`src/rtl/oscillator_bank_pkg.sv`:
```
// Shared constants and elaboration-time helpers for the multi-voice oscillator bank.
// The noise waveform is built only when OSC_BANK_NOISE_EN is defined.
package oscillator_bank_pkg;

    localparam logic [1:0] ADDR_INCREMENT  = 2'd0;
    localparam logic [1:0] ADDR_PULSEWIDTH = 2'd1;
    localparam logic [1:0] ADDR_CTRL       = 2'd2;
    localparam logic [1:0] ADDR_PHASE      = 2'd3;

    localparam logic [2:0] WAVE_SAW    = 3'd0;
    localparam logic [2:0] WAVE_TRI    = 3'd1;
    localparam logic [2:0] WAVE_SQUARE = 3'd2;
    localparam logic [2:0] WAVE_PULSE  = 3'd3;
    localparam logic [2:0] WAVE_NOISE  = 3'd4;

    localparam logic [15:0] LFSR_SEED = 16'hACE1;
    localparam logic [15:0] LFSR_TAPS = 16'hB400;

    function automatic int midpoint(input int bitdepth);
        return (1 << (bitdepth - 1)) - 1;
    endfunction

    function automatic int default_pulse_width(input int bitdepth);
        return 1 << (bitdepth - 4);
    endfunction

    // Smallest s with 2**s >= n; n never exceeds 16 voices.
    function automatic int shift_for_count(input int n);
        int s;
        s = 0;
        for (int i = 0; i < 8; i++) begin
            if ((1 << i) < n) s = i + 1;
        end
        return s;
    endfunction

endpackage

```
`src/rtl/oscillator_bank_voice.sv`:
```
// One oscillator voice: config registers, phase accumulator, sub-octave toggle
// and the registered waveform sample (stage 1). Noise input exists only with OSC_BANK_NOISE_EN.
module osc_voice
    import oscillator_bank_pkg::*;
#(
    parameter  int BITDEPTH    = 12,
    parameter  int BITFRACTION = 8,
    localparam int ACCW        = BITDEPTH + BITFRACTION
) (
    input  logic                sample_clock,
    input  logic                reset,
    input  logic                cfg_we,
    input  logic [1:0]          cfg_addr,
    input  logic [ACCW-1:0]     cfg_wdata,
`ifdef OSC_BANK_NOISE_EN
    input  logic [BITDEPTH-1:0] noise_sample,
`endif
    output logic [BITDEPTH-1:0] sample,
    output logic                sample_en
);

    localparam logic [BITDEPTH-1:0] PW_DEFAULT = BITDEPTH'(default_pulse_width(BITDEPTH));

    logic [ACCW-1:0]     inc;
    logic [ACCW-1:0]     acc;
    logic [BITDEPTH-1:0] pulse_width;
    logic [3:0]          ctrl;
    logic                sub_toggle;

    logic [ACCW:0]       acc_sum;
    logic                phase_we;
    logic [2:0]          wave;
    logic [BITDEPTH-1:0] saw;
    logic [BITDEPTH-1:0] tri_lo;
    logic [BITDEPTH-1:0] tri_wave;
    logic [BITDEPTH-1:0] wave_next;

    assign acc_sum  = {1'b0, acc} + {1'b0, inc};
    assign phase_we = cfg_we && (cfg_addr == ADDR_PHASE);
    assign wave     = ctrl[3:1];
    assign saw      = acc[ACCW-1 -: BITDEPTH];
    assign tri_lo   = acc[ACCW-2 -: BITDEPTH];
    assign tri_wave = acc[ACCW-1] ? ~tri_lo : tri_lo;

    always_comb begin
        wave_next = saw;
        case (wave)
            WAVE_TRI:    wave_next = tri_wave;
            WAVE_SQUARE: wave_next = {BITDEPTH{sub_toggle}};
            WAVE_PULSE:  wave_next = (saw < pulse_width) ? '1 : '0;
`ifdef OSC_BANK_NOISE_EN
            WAVE_NOISE:  wave_next = noise_sample;
`endif
            default:     wave_next = saw;
        endcase
    end

    always_ff @(posedge sample_clock) begin
        if (reset) begin
            inc         <= '0;
            acc         <= '0;
            pulse_width <= PW_DEFAULT;
            ctrl        <= '0;
            sub_toggle  <= 1'b0;
            sample      <= '0;
            sample_en   <= 1'b0;
        end else begin
            if (cfg_we) begin
                case (cfg_addr)
                    ADDR_INCREMENT:  inc         <= cfg_wdata;
                    ADDR_PULSEWIDTH: pulse_width <= cfg_wdata[BITDEPTH-1:0];
                    ADDR_CTRL:       ctrl        <= cfg_wdata[3:0];
                    default: ;
                endcase
            end
            // A phase write replaces this edge's advance and restarts the sub-octave.
            if (phase_we) begin
                acc        <= cfg_wdata;
                sub_toggle <= 1'b0;
            end else begin
                acc <= acc_sum[ACCW-1:0];
                if (acc_sum[ACCW]) sub_toggle <= ~sub_toggle;
            end
            sample    <= wave_next;
            sample_en <= ctrl[0];
        end
    end

endmodule

```
`src/rtl/oscillator_bank.sv`:
```
// Multi-voice oscillator bank: config decode, voices, shared noise LFSR, mix and attenuation.
// Define OSC_BANK_NOISE_EN to build the LFSR and enable the noise waveform (code 4).
module oscillator_bank
    import oscillator_bank_pkg::*;
#(
    parameter  int NUM_VOICES  = 4,
    parameter  int BITDEPTH    = 12,
    parameter  int BITFRACTION = 8,
    localparam int ACCW        = BITDEPTH + BITFRACTION,
    localparam int VW          = $clog2(NUM_VOICES) + 1
) (
    input  logic                sample_clock,
    input  logic                reset,
    // Config port has no handshake: every cycle with cfg_we=1 is a completed write.
    input  logic                cfg_we,
    input  logic [VW-1:0]       cfg_voice,
    input  logic [1:0]          cfg_addr,
    input  logic [ACCW-1:0]     cfg_wdata,
    output logic [BITDEPTH-1:0] out,
    output logic                out_valid
);

    localparam int CW = $clog2(NUM_VOICES + 1);
    localparam int SW = BITDEPTH + CW;
    localparam logic [BITDEPTH-1:0] MID = BITDEPTH'(midpoint(BITDEPTH));

    logic [BITDEPTH-1:0]   samples [NUM_VOICES];
    logic [NUM_VOICES-1:0] sample_en;
    logic [SW-1:0]         sum_next;
    logic [SW-1:0]         sum_reg;
    logic [CW-1:0]         n_next;
    logic [CW-1:0]         n_reg;
    logic [1:0]            valid_pipe;

`ifdef OSC_BANK_NOISE_EN
    logic [15:0]         lfsr;
    logic [BITDEPTH-1:0] noise_sample;

    assign noise_sample = lfsr[15 -: BITDEPTH];

    always_ff @(posedge sample_clock) begin
        if (reset) lfsr <= LFSR_SEED;
        else       lfsr <= {1'b0, lfsr[15:1]} ^ (lfsr[0] ? LFSR_TAPS : 16'h0000);
    end
`endif

    // Out-of-range cfg_voice matches no index, so such writes fall away here.
    for (genvar gi = 0; gi < NUM_VOICES; gi++) begin : g_voice
        osc_voice #(
            .BITDEPTH    (BITDEPTH),
            .BITFRACTION (BITFRACTION)
        ) u_voice (
            .sample_clock (sample_clock),
            .reset        (reset),
            .cfg_we       (cfg_we && (cfg_voice == VW'(gi))),
            .cfg_addr     (cfg_addr),
            .cfg_wdata    (cfg_wdata),
`ifdef OSC_BANK_NOISE_EN
            .noise_sample (noise_sample),
`endif
            .sample       (samples[gi]),
            .sample_en    (sample_en[gi])
        );
    end

    always_comb begin
        sum_next = '0;
        n_next   = '0;
        for (int i = 0; i < NUM_VOICES; i++) begin
            if (sample_en[i]) begin
                sum_next = sum_next + SW'(samples[i]);
                n_next   = n_next + CW'(1);
            end
        end
    end

    always_ff @(posedge sample_clock) begin
        if (reset) begin
            sum_reg    <= '0;
            n_reg      <= '0;
            out        <= MID;
            valid_pipe <= '0;
            out_valid  <= 1'b0;
        end else begin
            sum_reg    <= sum_next;
            n_reg      <= n_next;
            // Shifting by ceil(log2 n) keeps n full-scale samples within BITDEPTH.
            out        <= (n_reg == '0) ? MID
                          : BITDEPTH'(sum_reg >> shift_for_count(int'(n_reg)));
            valid_pipe <= {valid_pipe[0], 1'b1};
            out_valid  <= valid_pipe[1];
        end
    end

endmodule

```
`config.mk`:
```
export PLATFORM = sky130hd
export DESIGN_NAME = oscillator_bank
export DESIGN_NICKNAME = d
export VERILOG_FILES = /design/src/rtl/oscillator_bank_pkg.sv /design/src/rtl/oscillator_bank_voice.sv /design/src/rtl/oscillator_bank.sv
export SDC_FILE = /design/constraint.sdc
export NUM_CORES = 1
export LEC_CHECK = 0
export CAP_MARGIN = 10
export CORE_AREA = 2 2 221 223
export CTS_CLUSTER_SIZE = 25
export DETAILED_ROUTE_END_ITERATION = 6
export DIE_AREA = 0 0 223 225
export GPL_TIMING_DRIVEN = 0
export PLACE_DENSITY = 0.51
export SYNTH_ARGS = -nofsm -noshare
export SYNTH_HDL_FRONTEND = slang
export SYNTH_SLANG_ARGS = --single-unit
```
`constraint.sdc`:
```
create_clock -name sample_clock -period 14.69 [get_ports sample_clock]
set_input_delay 1.469 -clock sample_clock [delete_from_list [all_inputs] [get_ports sample_clock]]
set_output_delay 1.469 -clock sample_clock [all_outputs]
set_load 0.01 [all_outputs]
```
==> results.json, run 1 <==
{
  "outcome": "completed",
  "nFillCells": 4779,
  "synth_top_family_by_area": "compound AO/OA/AOI/OAI gates",
  "ff2ff_path_depth": 24,
  "grt_util_met2": 0.424,
  "grt_use_total": 0.263,
  "p_int_w": 0.00150,
  "power.leakage_nw": 9.35,
  "grt.busiest_layer": "met2",
  "yosys_warnings": 0,
  "pwr_density_cell_nw_per_um2": 93.4,
  "layout_common_cells": "nand2_1, dfxtp_1, a21oi_1, nor2_1, ha_1",
  "seq_area_frac_synth": 0.331,
  "synth_xor_area_frac": 0.0537,
  "pwr-share-seq": 0.435,
  "die-width_um": 223,
  "synth-edff-count": 0,
  "postPlaceCellArea_sq_um": 20100,
  "setup_viol": 0,
  "antenna_found_initial": 4,
  "setup_tns_ps": 0,
  "antenna_left": 0,
  "grt_pass1_wl_um": 99500,
  "met3_usage": 0.0495,
  "viasPerCell": 5.60,
  "cts_buffers": 39,
  "min_path_type": "flip-flop to flip-flop",
  "timing.rr.end": "sum_reg[13]",
  "cts.clk_slew.worst_paths_ps": 60,
  "initial_core_util": 0.398,
  "fin_area_sq_um": 21400,
  "rsz0062_at_grt": "no",
  "combPwrFrac": 0.066,
  "grt_max_degree": 14,
  "syn_inst": 2352,
  "first_global_vias": 16400,
  "synth-adder-area-share": 0.116,
  "fin_worst_skew_ps": 16.7,
  "synthSimpleGateAreaFrac": 0.201,
  "drt_iter0_markers": 1356,
  "hold_viol": 0,
  "crit_fanout": 10,
  "insertion_delay_ps": 570,
  "p_sw_w": 0.000494,
  "io_buffers": 32,
  "wl_um": 65900,
  "cts_buffer_depth": 3,
  "reg_top3": "g_voice.u_voice.acc x80, g_voice.u_voice.inc x80",
  "relSlewSlack": 0.102,
  "startpoint": "g_voice[0].u_voice.sample_en",
  "post-route-period-util": 0.423,
  "critPathArrivalTime_ps": 6630,
  "multiInputGateArea_sq_um": 11800,
  "min_period_ps": 6220,
  "ios": 41,
  "postSynthNetCount": 2550,
  "ir_worst_vdd_mv": 0.0859,
  "core_area_sq_um": 47500,
  "cts_resized": 0,
  "rows": 80,
  "drv_slew": 0,
  "fin_cells": 3069,
  "synth_compound_area_frac": 0.201,
  "hold_buffers": 0,
  "placed_cells": 3001,
  "antenna_cells": 0,
  "dieHeight_um": 225,
  "routedWlPerCell_um": 21.5,
  "sw_frac_of_total": 0.247,
  "gp_congestion": 0.895,
  "timing.hold.ws_ps": 451,
  "dp_hpwl_um": 49100,
  "syn_to_final_growth_pct": 12.9,
  "num_vias": 17200,
  "synth_top_flop_cell": "dfxtp_1",
  "worstSetupPathType": "flip-flop to flip-flop",
  "cts_tree": "yes",
  "syn_area_sq_um": 18900,
  "dieArea_sq_um": 50200,
  "globalRouteMet1Util": 0.345,
  "worstPathRequired_ps": 15100,
  "critPathLaunchType": "flip-flop",
  "ys_seq_elements": 313,
  "layout.area.seq_sq_um": 6270,
  "worst_slew_pin_slew_ps": 1350,
  "clkPwrFrac": 0.499,
  "avgSynthCellArea_sq_um": 8.05,
  "cts-root-buf": "clkbuf_16",
  "fin_nets": 2625,
  "drc_errors": 0,
  "critPathCapture": "sum_reg[13]",
  "maxCapViolCount": 0,
  "gr-total-overflow": 0,
  "layout_commonest_cell": "nand2_1",
  "drive_gt1_frac": 0.0420,
  "numClockSinks": 313,
  "post_cts_buffers": 0,
  "synth_cell_types": 78,
  "endpoint_kind": "flip-flop",
  "rrSetupSlack_ps": 8470,
  "muxShareOfSynthArea": 0.0523,
  "htree_levels": 2,
  "synth-async-reset-ratio": 0,
  "r2r-start": "g_voice[0].u_voice.sample_en",
  "fmax_ghz": 0.161,
  "first_pass_iters": 5
}
==> layer usage <==
layer / up-vias / routed length [um]
li1: 8425 / -
met1: 8141 / 29600
met3: 132 / 4280
met2: 500 / 29100
met5: - / 11
met4: 2 / 2920
==> cell type report <==
type	count	area share
Clock buffer	57	0.0550
Inverter	97	0.0170
Timing Repair Buffer	34	0.0170
Buffer	126	0.0226
Tap cell	615	0.0360
Sequential cell	313	0.293
Clock inverter	11	0.00667
Multi-Input combinational cell	1816	0.553
==> cells in the mapped netlist (all sizes together), types with 42 or more instances <==
cell type | count | area, sq um
nor2 | 211 | 792
a211oi | 56 | 420
inv | 94 | 353
ha | 163 | 2040
nand2 | 357 | 1340
nor2b | 42 | 263
clkbuf | 111 | 417
o21ai | 80 | 400
a21o | 56 | 420
dfxtp | 313 | 6270
xor2 | 78 | 683
mux2i | 72 | 721
a21oi | 241 | 1210
==> logic make-up (layout without fill, tap and decap cells) <==
kind of cell,after synthesis,count (layout)
fa+ha+maj,172,172
mux,91,91
simple gates,837,837
compound gates,600,600
buf+inv,223,325
flops,313,313
xor+xnor,116,116
==> per-stage QoR <==
step / util / total power [W] / setup slack, ps
after floorplan: - / 0.000954 / 9690
after global placement: 0.421 / 0.00102 / 8550
after detailed placement: 0.422 / 0.00102 / 8490
after CTS: 0.450 / 0.00202 / 8480
after global routing: 0.450 / 0.00207 / 7890
final: 0.450 / 0.00200 / 8470
==> worst max-delay path, stage by stage (launching register included) <==
cell and delay, ps:
dfxtp_1 370, clkbuf_1 230, nand2_1 120, inv_1 70, fa_1 470, maj3_1 380
nand2_1 110, a21oi_1 100, or2_2 340, xnor2_1 130, o21ai_0 580, ha_1 380
a21oi_1 190, o22ai_1 110, or3_1 310, a21oi_1 210, xnor2_1 90, nand2_1 100
nand3_1 110, ha_1 240, or2_2 320, o311ai_0 730, nor3_1 90, a21oi_1 160
o32ai_1 110
==> worst min path at each step <==
stage                        from             to  slack [ps]  cells past startpoint
detailed placement  valid_pipe[0]  valid_pipe[1]         440                      1
floorplan           valid_pipe[1]      out_valid         410                      1
CTS                 valid_pipe[1]      out_valid         450                      1
global route        valid_pipe[0]  valid_pipe[1]         470                      1
global placement    valid_pipe[0]  valid_pipe[1]         430                      1
finish              valid_pipe[1]      out_valid         450                      1
==> power by group through the flow <==
stage                     sequential (W)  combinational, W  clock [W]
after CTS                       0.000869          0.000130    0.00102
after global routing            0.000870          0.000141    0.00105
after floorplan                 0.000883         0.0000713          0
final                           0.000869          0.000132   0.000998
after global placement          0.000888          0.000128          0
after detailed placement        0.000888          0.000130          0
No activity file was read; power rests on OpenSTA's default activity.
==> inputs of run 2 (changes only) <==
==> constraint.sdc (replaced) <==
create_clock -name sample_clock -period 5.8 [get_ports sample_clock]
set_input_delay 0.58 -clock sample_clock [delete_from_list [all_inputs] [get_ports sample_clock]]
set_output_delay 0.58 -clock sample_clock [all_outputs]
set_load 0.01 [all_outputs]
==> run 2 against run 1 <==
  * Fmax grew 14%
  * Flip-flop and latch count is the same
  * Clock skew shrank 0.53 ps
  * Sequential power grew to 2.5 times the previous value
  * First-iteration DRC count shrank 8.4%
  * Combinational power grew to 2.5 times the previous value
  * Global-route usage is essentially flat
  * Via count grew 0.74%
  * Clock power grew to 2.5 times the previous value
  * Total power grew to 2.5 times the previous value
  * Routed wire length grew 0.26%
  * Die area is the same
==> results.json, run 2 (synthesis results as in run 1) <==
{
  "outcome": "completed",
  "drt_iter0_markers": 1242,
  "reg_top3": "g_voice.u_voice.acc x80, g_voice.u_voice.inc x80",
  "ff2ff_path_depth": 23,
  "multiInputGateArea_sq_um": 11900,
  "wl_met1_um": 29600,
  "core_area_sq_um": 47500,
  "dieArea_sq_um": 50200,
  "sw_frac_of_total": 0.247,
  "fmax_ghz": 0.183,
  "fin_nets": 2626,
  "grt_max_degree": 14,
  "antenna_found_initial": 4,
  "cts_buffer_depth": 3,
  "insertion_delay_ps": 560,
  "hold_viol": 0,
  "min_path_type": "input pin to flip-flop",
  "clkPwrFrac": 0.499,
  "setup_viol": 0,
  "die-width_um": 223,
  "top_layer": "met4",
  "combPwrFrac": 0.066,
  "grt_pass1_wl_um": 99500,
  "drv_slew": 0,
  "ios": 41,
  "layout_common_cells": "nand2_1, dfxtp_1, a21oi_1, nor2_1, ha_1",
  "timing.hold.ws_ps": 380,
  "relSlewSlack": 0.0901,
  "routedWlPerCell_um": 21.5,
  "dp_hpwl_um": 49100,
  "cts-root-buf": "clkbuf_16",
  "r2r-start": "g_voice[0].u_voice.sample_en",
  "dr_wl_met3_um": 4310,
  "dr_wl_met2_um": 29200,
  "timing.rr.end": "sum_reg[13]",
  "grt_use_total": 0.263,
  "critPathCapture": "sum_reg[13]",
  "gr-total-overflow": 0,
  "maxCapViolCount": 0,
  "post-route-period-util": 0.940,
  "io_buffers": 32,
  "p_sw_w": 0.00125,
  "startpoint": "g_voice[0].u_voice.sample_en",
  "crit_fanout": 7,
  "initial_core_util": 0.398,
  "pwr_density_cell_nw_per_um2": 236,
  "dieHeight_um": 225,
  "gp_congestion": 0.895,
  "viasPerCell": 5.64,
  "fin_worst_skew_ps": 16.1,
  "cts_buffers": 39,
  "cts.clk_slew.worst_paths_ps": 60,
  "num_vias": 17300,
  "rrSetupSlack_ps": 350,
  "endpoint_kind": "flip-flop",
  "power.leakage_nw": 9.36,
  "worst_slew_pin_slew_ps": 1360,
  "hold_buffers": 0,
  "worstSetupPathType": "flip-flop to flip-flop",
  "rows": 80,
  "htree_levels": 2,
  "worstPathRequired_ps": 6210,
  "drc_errors": 0,
  "final_core_util": 0.452,
  "critPathLaunchType": "flip-flop",
  "cts_tree": "yes",
  "syn_to_final_growth_pct": 13.4,
  "critPathArrivalTime_ps": 5860,
  "p_int_w": 0.00381,
  "drive_gt1_frac": 0.0477,
  "first_pass_iters": 5,
  "nFillCells": 4769,
  "first_global_vias": 16400,
  "pwr-share-seq": 0.435,
  "ir_worst_vdd_mv": 0.217,
  "layout_commonest_cell": "nand2_1",
  "power_w": 0.00506,
  "numClockSinks": 313,
  "antenna_left": 0,
  "min_period_ps": 5450,
  "wl_um": 66000,
  "layout.area.seq_sq_um": 6270
}
==> run 2: changes by cell type in the layout (fill, tap and decap cells not counted), sizes merged <==
cell    before  now
buf         17   19
clkbuf     168  167
diode        0    1
==> run 2: timing repair <==
action,CTS,global route
buffers inserted,0,1
pin swaps,0,4
gates resized for setup,8,15
endpoints found under the setup margin,3,3
==> run 2: worst min-delay path by stage <==
stage | startpoint | to | slack (ps) | cells after the start
floorplan | valid_pipe[1] | out_valid | 410 | 1
global placement | valid_pipe[0] | valid_pipe[1] | 430 | 1
detailed placement | valid_pipe[0] | valid_pipe[1] | 440 | 1
CTS | cfg_wdata[17] | g_voice[3].u_voice.inc[17] | 340 | 3
global route | cfg_wdata[17] | g_voice[2].u_voice.inc[17] | 360 | 3
finish | cfg_wdata[17] | g_voice[2].u_voice.acc[17] | 380 | 3
==> run 2: worst max-delay path, stage by stage (launching register included) <==
cell and delay (ps):
dfxtp_2 350, and2_1 160, ha_1 240, fa_2 400, maj3_1 370, nand2_1 110
a21boi_0 110, o21a_1 190, or3_1 350, a31oi_4 250, inv_1 90, ha_1 350
xnor2_1 160, and2_1 170, or2_2 300, ha_1 230, nor3_1 210, o2111ai_1 170
o211ai_1 190, o21ai_1 150, o311ai_2 410, nor3_1 80, a21oi_1 140, o32ai_1 110
==> run 2: layer usage <==
layer | global-route usage | up-vias
met5 | 0 | -
met4 | 0.112 | 0
met3 | 0.0495 | 139
met2 | 0.424 | 527
met1 | 0.344 | 8241
li1 | - | 8420
==> run 2: per-stage QoR <==
step | setup slack (ps) | TNS [ps] | instance area [sq um] | instances
2_1_floorplan | 804 | 0 | 18900 | 2352
5_1_grt | -6.93 | -6.93 | 21500 | 3070
3_5_place_dp | -404 | -491 | 20100 | 3001
6_report | 345 | 0 | 21500 | 3071
4_1_cts | 31.0 | 0 | 21400 | 3069
3_3_place_gp | -336 | -440 | 20000 | 2999
==> run 2: cell type report <==
class,count,share of cell area
clock inverter,11,0.00664
inverter,97,0.0170
clock buffer,57,0.0548
sequential,313,0.292
antenna,1,0.000117
buffer,126,0.0226
multi-input combinational,1816,0.554
tap,615,0.0358
timing repair buffer,35,0.0172
==> run 2: power groups by stage <==
stage          registers (W)  logic [W]  clock network [W]
5_1_grt              0.00220   0.000359            0.00267
3_5_place_dp         0.00225   0.000329                  0
4_1_cts              0.00220   0.000330            0.00258
3_3_place_gp         0.00225   0.000323                  0
2_1_floorplan        0.00224   0.000181                  0
6_report             0.00220   0.000334            0.00253
